--- config.mk ---
export PLATFORM = sky130hd
export DESIGN_NAME = m_fetchseq
export DESIGN_NICKNAME = d
export VERILOG_FILES = /design/src/rtl/m_fetchseq_pkg.sv /design/src/rtl/m_fetchbuf.sv /design/src/rtl/m_fetchseq.sv
export SDC_FILE = /design/constraint.sdc
export NUM_CORES = 1
export LEC_CHECK = 0
export BUFFER_PORTS_ARGS = -buffer_cell sky130_fd_sc_hd__buf_2
export CAP_MARGIN = 20
export CORE_MARGIN = 2
export CORE_UTILIZATION = 45
export DETAILED_ROUTE_END_ITERATION = 8
export PLACE_DENSITY = 0.77
export SETUP_SLACK_MARGIN = 0.3
export SYNTH_ARGS = -nofsm -noshare
export SYNTH_HDL_FRONTEND = slang
export SYNTH_HIERARCHICAL = 1
export SYNTH_SLANG_ARGS = --single-unit
--- constraint.sdc ---
create_clock -name clk -period 3.78 [get_ports clk]
set_input_delay 0.378 -clock clk [delete_from_list [all_inputs] [get_ports clk]]
set_output_delay 0.378 -clock clk [all_outputs]
set_load 0.01 [all_outputs]
--- src/rtl/m_fetchseq_pkg.sv ---
// m_fetchseq_pkg: shared definitions for the midgetv instruction fetch sequencer.
//   - fs_state_t : fetch state encodings (IDLE/REQ/FULL/DROP)
//   - FS_RESET_PC: default fetch address after reset
//   - fs_next_word(): sequential +4 step, modulo 2^32
package m_fetchseq_pkg;

    typedef enum logic [1:0] {
        FS_IDLE = 2'b00,
        FS_REQ  = 2'b01,
        FS_FULL = 2'b10,
        FS_DROP = 2'b11
    } fs_state_t;

    localparam logic [31:0] FS_RESET_PC = 32'h0000_0000;

    // 32-bit add; 32'hFFFF_FFFC wraps to 32'h0000_0000.
    function automatic logic [31:0] fs_next_word(input logic [31:0] a);
        return a + 32'd4;
    endfunction

endpackage

--- src/rtl/m_fetchbuf.sv ---
// m_fetchbuf: fetch datapath.
//   Holds the prefetched word (buf_q), its illegal/compressed flag (ill_q),
//   its address (bpc_q), plus the fetch address (fadr) and next address (npc).
// Ports:
//   clk, rst_n          : clock, asynchronous active-low reset
//   ld_buf              : capture dat_i / flag / fadr into the buffer
//   ld_npc_inc          : npc <= fadr + 4
//   ld_npc_tgt          : npc <= word-aligned new_pc (wins over ld_npc_inc)
//   ld_fadr_npc         : fadr <= npc
//   ld_fadr_tgt         : fadr <= word-aligned new_pc (wins over ld_fadr_npc)
//   dat_i, new_pc       : memory data, redirect target
//   fadr, npc           : address registers
//   buf_q, ill_q, bpc_q : buffered word, flag, address
module m_fetchbuf
    import m_fetchseq_pkg::*;
#(
    parameter logic [31:0] RESET_PC  = FS_RESET_PC,
    parameter bit          HIGHLEVEL = 1'b0
) (
    input  logic        clk,
    input  logic        rst_n,
    input  logic        ld_buf,
    input  logic        ld_npc_inc,
    input  logic        ld_npc_tgt,
    input  logic        ld_fadr_npc,
    input  logic        ld_fadr_tgt,
    input  logic [31:0] dat_i,
    input  logic [31:0] new_pc,
    output logic [31:0] fadr,
    output logic [31:0] npc,
    output logic [31:0] buf_q,
    output logic        ill_q,
    output logic [31:0] bpc_q
);

    logic [31:0] tgt;
    logic        ill_d;
    logic        unused_lowbits;

    // Redirect targets are forced to word alignment; the low bits are discarded.
    assign tgt            = {new_pc[31:2], 2'b00};
    assign unused_lowbits = ^new_pc[1:0];

    // Anything whose two low bits are not 11 is a compressed or illegal opcode.
    // The primitive flavour expresses it as the single LUT it maps to.
    if (HIGHLEVEL) begin : g_hl
        assign ill_d = (dat_i[1:0] != 2'b11);
    end else begin : g_prim
        assign ill_d = ~(dat_i[1] & dat_i[0]);
    end

    always_ff @(posedge clk or negedge rst_n) begin
        if (!rst_n) begin
            buf_q <= 32'h0;
            ill_q <= 1'b0;
            bpc_q <= 32'h0;
            fadr  <= RESET_PC;
            npc   <= RESET_PC;
        end else begin
            if (ld_buf) begin
                buf_q <= dat_i;
                ill_q <= ill_d;
                bpc_q <= fadr;
            end
            if (ld_npc_tgt)
                npc <= tgt;
            else if (ld_npc_inc)
                npc <= fs_next_word(fadr);
            if (ld_fadr_tgt)
                fadr <= tgt;
            else if (ld_fadr_npc)
                fadr <= npc;
        end
    end

endmodule

--- src/rtl/m_fetchseq.sv ---
// m_fetchseq: midgetv instruction fetch sequencer.
//   Issues Wishbone-classic reads, holds one prefetched word and hands it to
//   the operation register with a one-cycle load enable. Handles +4
//   sequencing and redirects, disposing of a read that is still in flight.
// Ports:
//   clk, rst_n            : clock, asynchronous active-low reset
//   corerunning           : 0 quiesces fetch (outstanding read still completes)
//   take                  : core consumes the buffered word this cycle
//   redirect, new_pc      : continue from new_pc (low bits ignored)
//   ack_i, dat_i          : Wishbone acknowledge and read data
//   stb_o, adr_o          : Wishbone request (cyc/stb) and word address
//   ld_instr, di_o        : operation register load enable and word
//   buf_v, ill_o, pc_o    : buffer valid, compressed/illegal flag, word address
module m_fetchseq
    import m_fetchseq_pkg::*;
#(
    parameter logic [31:0] RESET_PC  = FS_RESET_PC,
    parameter bit          HIGHLEVEL = 1'b0
) (
    input  logic        clk,
    input  logic        rst_n,
    input  logic        corerunning,
    input  logic        take,
    input  logic        redirect,
    input  logic [31:0] new_pc,
    input  logic        ack_i,
    input  logic [31:0] dat_i,
    output logic        stb_o,
    output logic [31:0] adr_o,
    output logic        ld_instr,
    output logic [31:0] di_o,
    output logic        buf_v,
    output logic        ill_o,
    output logic [31:0] pc_o
);

    fs_state_t   state, state_nxt;
    logic        ld_buf, ld_npc_inc, ld_npc_tgt, ld_fadr_npc, ld_fadr_tgt;
    logic [31:0] fadr, npc, buf_q, bpc_q;
    logic        ill_q;

    // Transition and datapath-enable decode. In REQ npc equals fadr unless a
    // redirect changed it, so refetching after a dropped word needs no extra
    // state. An ack outside REQ/DROP falls through every branch untouched.
    always_comb begin
        state_nxt   = state;
        ld_buf      = 1'b0;
        ld_npc_inc  = 1'b0;
        ld_npc_tgt  = 1'b0;
        ld_fadr_npc = 1'b0;
        ld_fadr_tgt = 1'b0;
        case (state)
            FS_IDLE: begin
                if (corerunning) begin
                    ld_fadr_npc = 1'b1;
                    state_nxt   = FS_REQ;
                end
            end
            FS_REQ: begin
                ld_npc_tgt = redirect;
                if (ack_i) begin
                    if (!corerunning) begin
                        state_nxt = FS_IDLE;
                    end else if (redirect) begin
                        ld_fadr_tgt = 1'b1;
                    end else begin
                        ld_buf     = 1'b1;
                        ld_npc_inc = 1'b1;
                        state_nxt  = FS_FULL;
                    end
                end else if (redirect) begin
                    state_nxt = FS_DROP;
                end
            end
            FS_DROP: begin
                // The stale read keeps its address; only npc tracks redirects.
                ld_npc_tgt = redirect;
                if (ack_i) begin
                    if (!corerunning) begin
                        state_nxt = FS_IDLE;
                    end else begin
                        ld_fadr_tgt = redirect;
                        ld_fadr_npc = !redirect;
                        state_nxt   = FS_REQ;
                    end
                end
            end
            FS_FULL: begin
                ld_npc_tgt = redirect;
                if (!corerunning) begin
                    state_nxt = FS_IDLE;
                end else if (redirect) begin
                    ld_fadr_tgt = 1'b1;
                    state_nxt   = FS_REQ;
                end else if (take) begin
                    ld_fadr_npc = 1'b1;
                    state_nxt   = FS_REQ;
                end
            end
            default: state_nxt = FS_IDLE;
        endcase
    end

    always_ff @(posedge clk or negedge rst_n) begin
        if (!rst_n)
            state <= FS_IDLE;
        else
            state <= state_nxt;
    end

    // Outputs decode straight from the state register, so the async reset
    // drops stb_o in the same cycle.
    assign stb_o    = (state == FS_REQ) || (state == FS_DROP);
    assign buf_v    = (state == FS_FULL);
    assign ld_instr = buf_v & take & !redirect & corerunning;
    assign adr_o    = fadr;
    assign di_o     = buf_q;
    assign ill_o    = ill_q;
    assign pc_o     = bpc_q;

    m_fetchbuf #(
        .RESET_PC  (RESET_PC),
        .HIGHLEVEL (HIGHLEVEL)
    ) u_fetchbuf (
        .clk         (clk),
        .rst_n       (rst_n),
        .ld_buf      (ld_buf),
        .ld_npc_inc  (ld_npc_inc),
        .ld_npc_tgt  (ld_npc_tgt),
        .ld_fadr_npc (ld_fadr_npc),
        .ld_fadr_tgt (ld_fadr_tgt),
        .dat_i       (dat_i),
        .new_pc      (new_pc),
        .fadr        (fadr),
        .npc         (npc),
        .buf_q       (buf_q),
        .ill_q       (ill_q),
        .bpc_q       (bpc_q)
    );

endmodule

======== Word level (Yosys, flattened, before mapping) ========
Index checks and enable logic that the tools add are counted.
cells by class
  $add $sub $neg .......................... 1
  multiply operators ...................... 0
  div/mod/pow operators ................... 0
  $lt $le $gt $ge ......................... 0
  equality and inequality tests ........... 8
  shift-type cells ........................ 0
  multiplexer cells ....................... 33
  bitwise logic cells ..................... 5
  reduce and logical (&&, ||, !) cells .... 7
operators with widths
  kind                                           count
  2-to-1 mux 32 bit                              4
  adder 32 x 3 -> 32 bit, second input constant  1
  2-to-1 mux 2 bit                               9
  2-to-1 mux 1 bit                               17
  != test 4 bit, second input constant           2
  case mux 2 bit (4 select lines)                1
  case mux 1 bit (3 select lines)                2
  AND reduction 5 bit                            1
  AND 1 bit                                      4
  == test 2 bit, second input constant           2
  != test 2 bit, second input constant           2
  nonzero test 2 bit                             2
  != test 3 bit, second input constant           1
  OR reduction 3 bit                             1
  == test 2 x 1 -> 1 bit, second input constant  1
  zero test 2 bit                                1
  zero test 1 bit                                1
  logical OR 1 bit                               1
  inverter 1 bit                                 1
storage, ports and cells
  bits in registers ....................... 131
  latch bits .............................. 0
  memory bits (writable) .................. 0
  memory bits (read-only) ................. 0
  input bits .............................. 70
  output and inout port bits .............. 100
  word-level logic and storage cells ...... 60
  memories kept ........................... 0

======== Depth between registers and ports, before layout ========
Gate-level depths: netlist of the first run.
  depth in word-level cells ............... 6
  depth in mapped cells ................... 8
  gate-level depth less buffers ........... 6

======== By module ========
Netlist of the first run, hierarchy kept.
modules (own cells, without submodules)
  module      instances  cells each  area each (um2)  sequential area each (um2)
  m_fetchbuf  1          503         5850.6           3228.1
  m_fetchseq  1          29          215.2            50.0

======== Worst setup path after synthesis of the first run ========
OpenSTA, ideal clock, no wires.
  path kind ............................... input to register
  start ................................... input port redirect
  end ..................................... register u_fetchbuf.buf_q[0]
  library setup time ...................... 0.125 ns
  arrival ................................. 2.012 ns
  required time ........................... 3.655 ns
  slack ................................... 1.643 ns
  stages .................................. 6
  path buffers ............................ 3
  cell sequence ........................... buf_6 nand2b_1 nor3_1 clkbuf_1 clkbuf_1 mux2_2
on the way
  longest elaborated chain between the ends .. 4
RTL lines
  element               line              text
  from (decl)           m_fetchseq.sv:24  input logic redirect,
  2-to-1 mux 1 bit      m_fetchseq.sv:64  end else if (redirect) begin
  2-to-1 mux 1 bit      m_fetchseq.sv:62  if (!corerunning) begin
  2-to-1 mux 1 bit      m_fetchseq.sv:61  if (ack_i) begin
  2-to-1 mux 1 bit      m_fetchseq.sv:52  case (state)
  net ld_buf            m_fetchseq.sv:38  logic ld_buf, ld_npc_inc, ld_npc_tgt, ld_fadr_npc, ld_fadr_tgt;
  to (signal assigned)  m_fetchbuf.sv:61  buf_q <= dat_i;
  to (decl)             m_fetchbuf.sv:31  output logic [31:0] buf_q,
The timed path passes the listed nets, and every way through them passes these cells.
A chain may end at the register's enable or synchronous reset.

======== Final worst setup path of the first run ========
  start ................................... register u_fetchbuf.fadr[2]
  end ..................................... register u_fetchbuf.npc[30]
on the way
  longest elaborated chain between the ends .. 3
RTL lines
  element                 line                  text
  from (decl)             m_fetchbuf.sv:29      output logic [31:0] fadr,
  from (signal assigned)  m_fetchbuf.sv:70      fadr <= tgt;
  from (signal assigned)  m_fetchbuf.sv:72      fadr <= npc;
  adder 32 x 3 -> 32 bit  m_fetchseq_pkg.sv:18  return a + 32'd4;
  2-to-1 mux 32 bit       m_fetchbuf.sv:67      else if (ld_npc_inc)
  2-to-1 mux 32 bit       m_fetchbuf.sv:65      if (ld_npc_tgt)
  to (signal assigned)    m_fetchbuf.sv:66      npc <= tgt;
  to (signal assigned)    m_fetchbuf.sv:68      npc <= fs_next_word(fadr);
  to (decl)               m_fetchbuf.sv:30      output logic [31:0] npc,
Every way passes these cells. The select of a mux whose other input is x is not followed.

==> metrics, run 1 <==
status completed; yosys warns 6; number of remaining DRC errors 0; clk root buf clkbuf_16; H-tree Lvls 4; TritonCTS clock tree built; Worst EP required 4.04 ns; syn_nets 603; Slowest-stage cell, CP nor3_2; Register Area around 0.0033 sq mm; hold_ws about 0.18 ns; row count between 40 and 50; crit path from u_fetchbuf/fadr[2]$_DFFE_PN0P_; crit start category flop; Setup Skew between 0.007 and 0.008 ns; cell chain of the critical path ha_1 > nand3_1 > nor3_2 > nand4_1 > xor2_1 > o21ai_1; clock-pin slew on the worst setup and hold paths ~0.060 ns; Post-CTS Hold Buffers 0; Clock Power Share a little under a third; Min-Delay Startpoint dat_i[0]; CP endpoint kind flop; DRT iter0 DRCs between 200 and 300; chip width 120.1 um; fin nets 764; clock period minus worst slack 2.277 ns; WL per Instance 16.64 um; Int Pwr approximately 3.8 mW; Sw Pwr approximately 1.8 mW; GP Congestion around 0.74; layout cells sized above 1 approximately two fifths; setup bufs post-CTS 0; Critical Path Max Stage Delay approximately 0.7 ns; I/O Pins 170; antenna violations before repair 0; Inserted Clock Buffers 17; crit path kind reg2reg; Diodes inserted 0; Synth cell types 40; Leakage 3.569 nW; gr ovfl total 0; post_cts resized 0; First-pass DRT Iterations 5; Slew HR around 47%; CTS max path bufs 2; vias in the first global route ~4,700; final setup vio count 0; CORE AREA ~0.013 sq mm; pwr dens between 700 and 800 mW/mm^2; asr flop ratio synth between 90% and 100%; clock sinks around 130; Port-buffer cells between 150 and 200; largest net degree at the start of global routing 116; Max Slew Vio Count 0; Post-synth EDFFs 0; Worst-Margin Slew 0.7990 ns; average via count per standard cell roughly 5.3; Worst VDD drop 0.4235 mV; RR Startpoint u_fetchbuf/fadr[2]$_DFFE_PN0P_; Seq pwr share 41.5%; Layout Utilization approximately 59%; RSZ-0062 raised after global routing no; fin crit share about three fifths; largest fanout on the critical path 8; Arrival @ worst endpoint about 2.5 ns; Post-Route Setup TNS 0 ns; area grow syn2layout 27.91%; cell family with most CP delay simple AND/OR/NAND/NOR gates; clk_lat worst skew 0.41 ns; footprint of the multi-input gates about 0.0026 sq mm; net switching fraction of the power between 30% and 40%; antenna-violating nets left 0; fmax approximately 440 MHz; Vias 4,678; HP Class in2reg; dpl hpwl 9.580 mm; Final Hold Viols 0; total global-route track usage between 20% and 30%; Initial Utilization 45.99%; Comb power frac 27.0%; synthesized area per cell roughly 11 sq um; routed wire length 14.68 mm; ys flop type dfrtp_1; # fillers around 1,100; synthesized area 0.006066 sq mm; sum of buffers and inverters on the critical path 0; register bit count reported by yosys 131; die height between 100 and 150 um; die area between 0.01 and 0.015 sq mm; first-pass GRT wire length around 24 mm; Max Cap Viol 0; R2R Setup Slk 1.50 ns; register area share after synthesis a little over half; Syn Inst Count around 530
[path summary, 6_finish.rpt]
check                                                    to  depth (start not counted)
max reg2reg                  u_fetchbuf/npc[30]$_DFFE_PN0P_                          6
min                            u_fetchbuf/ill_q$_DFFE_PN0P_                          2
max                          u_fetchbuf/npc[30]$_DFFE_PN0P_                          6
min in group asynchronous   u_fetchbuf/bpc_q[5]$_DFFE_PN0P_                          2
min reg2reg                u_fetchbuf/bpc_q[21]$_DFFE_PN0P_                          1
max in group asynchronous    u_fetchbuf/npc[30]$_DFFE_PN0P_                          4
[per-stage QoR]
| stage | setup slack, ns | cells | power, mW | cell area (sq um) |
|---|---|---|---|---|
| 2_1_floorplan | 1.643 | 532 | 3.157 | 6066 |
| 3_3_place_gp | 1.500 | 847 | 3.764 | 7047 |
| 3_5_place_dp | 1.406 | 847 | 3.861 | 7047 |
| 4_1_cts | 1.406 | 879 | 5.663 | 7694 |
| 5_1_grt | 1.351 | 882 | 5.946 | 7759 |
| 6_report | 1.503 | 882 | 5.621 | 7759 |
[Yosys cell counts (all sizes together), types with 5 or more instances]
library cell	instances	area share [%]
nand4	11	1.2
o21ai	61	5.0
nand3	9	1.0
xor2	19	2.7
nor3b	19	2.4
dfrtp	131	54
buf	7	0.72
xnor2	8	1.2
mux2	64	12
clkbuf	27	1.7
mux2i	42	6.9
nand2	53	3.3
and3	6	0.64
inv	8	0.50
nor2	15	0.93
a21oi	23	1.9
nor3	5	0.50
[cell families after synthesis]
logic type / share of synthesized area, %
and+or+nand+nor: 11.92
buffers and inverters: 2.888
DFF: 54.04
xor gates and xnor gates: 3.899
AOI/OAI and AO/OA: 8.230
muxes: 18.81
adders and majority gates: 0.2062
[sequential cells by signal (all words and copies together), names as in the netlist]
name / count
u_fetchbuf/buf_q: 32
u_fetchbuf/ill_q: 1
state: 2
u_fetchbuf/bpc_q: 32
u_fetchbuf/fadr: 32
u_fetchbuf/npc: 32
[power by group through the flow]
stage,clock network (mW),logic (mW),registers (mW)
finish,1.77,1.52,2.33
global route,1.87,1.66,2.41
CTS,1.80,1.53,2.34
detailed placement,0,1.51,2.35
global placement,0,1.47,2.30
floorplan,0,0.710,2.45
[placed cells by master (no fill, tap or decap), drive strengths merged]
cell type,count
dfrtp,131
and4,2
mux2i,42
o21ai,61
clkinv,6
a22oi,1
nor3b,19
clkinvlp,1
nand2,53
o21a,3
or3b,1
ha,1
bufinv,4
and3,6
xnor2,8
xor2,19
and2,3
clkbuf,21
nand3,9
o22ai,1
o31ai,3
a31oi,1
inv,8
buf,175
nor3,5
nor2,15
nand4,11
mux2,64
nand2b,3
dlygate4sd3,1
a21oi,23
o2bb2ai,1
nor4,3
or2,1
[routing by layer]
| layer | wire length, um | part of all wire, % | GRT usage (%) | up-vias |
|---|---|---|---|---|
| li1 | - | - | - | 2199 |
| met1 | 6140 | 42 | 26.47 | 2315 |
| met2 | 7391 | 50 | 33.38 | 151 |
| met3 | 1002 | 6.8 | 6.606 | 13 |
| met4 | 144 | 0.98 | 7.353 | 0 |
| met5 | 0 | 0 | 0 | - |
[final cells by class]
cell class	instances	area share [%]
flip-flops and latches	131	42.25
multi-input cells	359	33.91
repair buffers	176	12.27
clock inverters	11	2.274
inverters	8	0.3870
well taps	176	2.838
clock buffers	21	6.064
(Power assumes the default switching activity.)
==> inputs of run 2 (changes only) <==
- PLACE_DENSITY: 0.77 -> 0.8
- clock period: 3.78 -> 2.02 ns (I/O delays scaled with it)
==> metrics, run 2 (synthesized netlist as in run 1, its figures left out) <==
status completed; # fillers roughly 1,000; Arrival @ worst endpoint about 2.0 ns; chip width ~120 um; row count 42; RR Startpoint u_fetchbuf/fadr[10]$_DFFE_PN0P_; fmax roughly 600 MHz; First-pass DRT Iterations 5; hold_ws between 0.015 and 0.02 ns; fin area approximately 0.0081 sq mm; setup ws final roughly 0.35 ns; RSZ-0062 raised after global routing yes; fin nets approximately 800; die height 120.1 um; Max Slew Vio Count 0; antenna violations before repair 1; Post-Route Setup TNS 0 ns; pwr dens approximately 1300 mW/mm^2; final total power roughly 10 mW; Worst VDD drop between 0.7 and 0.8 mV; hold depth 3; Port-buffer cells about 170; r2r worst-path depth 6; CTS max path bufs 2; crit start category flop; crit path from u_fetchbuf/fadr[10]$_DFFE_PN0P_; number of remaining DRC errors 0; antenna-violating nets left 0; commonest non-fill, non-tap cell in the layout buf_2; Placed Area 0.007226 sq mm; clock-pin slew on the worst setup and hold paths 0.06 ns; clk root buf clkbuf_16; Final Hold Viols 0; layout cells sized above 1 approximately 45%; fin crit share 82.53%; Worst-Margin Slew a little under 0.6 ns; total global-route track usage 21.93%; GP Congestion ~0.77; Initial Utilization between 40% and 50%; DRT iter0 DRCs about 340; Vias between 4,000 and 5,000; Max Cap Viol 0; Slew HR 60.45%; clock sinks between 100 and 150; commonest cells after routing, fill and taps aside 166 x buf_2, 115 x dfrtp_1, 64 x mux2_2, 51 x nand2_1, 51 x o21ai_0; R2R Setup Slk 0.35 ns; gr ovfl total 0; FF-to-FF End u_fetchbuf/npc[25]$_DFFE_PN0P_; CORE AREA between 0.01 and 0.015 sq mm; Leakage about 3.7 nW; vias in the first global route approximately 4,900; WL per Instance around 17 um; dpl ws ~0.12 ns; routed wire length around 16 mm; clk_lat worst skew approximately 0.41 ns; final setup vio count 0; area grow syn2layout 33.75%; dpl hpwl 10.22 mm; Diodes inserted 0; Inserted Clock Buffers 17; TritonCTS clock tree built; crit path kind reg2reg; Worst EP required around 2.3 ns; average via count per standard cell ~5.3; HP Class in2reg; H-tree Lvls 4; Critical Path End u_fetchbuf/npc[25]$_DFFE_PN0P_; first-pass GRT wire length around 24 mm; Setup Skew between 0.007 and 0.008 ns; clock period minus worst slack 1.667 ns; CP endpoint kind flop; die area roughly 0.014 sq mm; largest fanout on the critical path 7; I/O Pins between 150 and 200; largest net degree at the start of global routing 62
==> run 2: changes by cell type in the layout (fill, tap and decap cells not counted), moves of 3 or more <==
cell	delta
buf_12	+7
buf_4	+14
buf_6	+6
bufinv_16	-4
clkbuf_1	+3
clkinv_4	-5
clkinvlp_4	+5
dfrtp_1	-16
dfrtp_2	+16
dlygate4sd3_1	+5
==> run 2: power breakdown <==
group / switching, mW / total [mW] / internal (mW)
registers: 0.793 / 4.36 / 3.56
logic: 1.58 / 3.19 / 1.61
clock network: 1.12 / 2.70 / 1.58
total: 3.49 / 10.2 / 6.75
==> run 2: worst min path at each step <==
stage | startpoint | to
floorplan | rst_n | state[0]$_DFFE_PN0P_
global placement | rst_n | u_fetchbuf/buf_q[7]$_DFFE_PN0P_
detailed placement | rst_n | u_fetchbuf/buf_q[10]$_DFFE_PN0P_
CTS | dat_i[10] | u_fetchbuf/buf_q[10]$_DFFE_PN0P_
global route | dat_i[5] | u_fetchbuf/buf_q[5]$_DFFE_PN0P_
finish | new_pc[31] | u_fetchbuf/fadr[31]$_DFFE_PN0P_
==> run 2: repair_timing <==
item	4_1_cts	5_1_grt
setup endpoints to repair	114	93
pin swaps	4	4
gates cloned	1	2
hold buffers	6	0
hold endpoints to repair	64	0
setup buffers	6	8
gates resized for setup	10	29
==> run 2: area by class of cell <==
| class | instances | area (sq um) | area share (%) |
|---|---|---|---|
| well taps | 176 | 220.2 | 2.714 |
| multi-input cells | 359 | 2713 | 33.44 |
| flip-flops and latches | 131 | 3298 | 40.65 |
| repair buffers | 209 | 1338 | 16.49 |
| clock buffers | 22 | 454.2 | 5.598 |
| inverters | 8 | 30.03 | 0.3701 |
| clock inverters | 9 | 60.06 | 0.7403 |
==> run 2: through the flow <==
step,cells,utilization [%]
6_report,914,61.51
5_1_grt,914,61.51
4_1_cts,904,59.87
3_5_place_dp,860,54.78
3_3_place_gp,860,54.78
2_1_floorplan,532,-
==> run 2: layer usage <==
metal	up-vias	global-route usage (%)	part of all wire, %
li1	2260	-	-
met1	2380	26.83	41
met2	160	37.57	53
met3	23	5.846	5.3
met4	2	7.279	1.5
met5	-	0	0.045
==> run 2: critical path: stages, from the launching register on <==
cell and delay (ns):
dfrtp_2 0.43, nand3_2 0.19, nor4_4 0.26, buf_6 0.16, nand4_4 0.11, xor2_2 0.19
o31ai_2 0.24
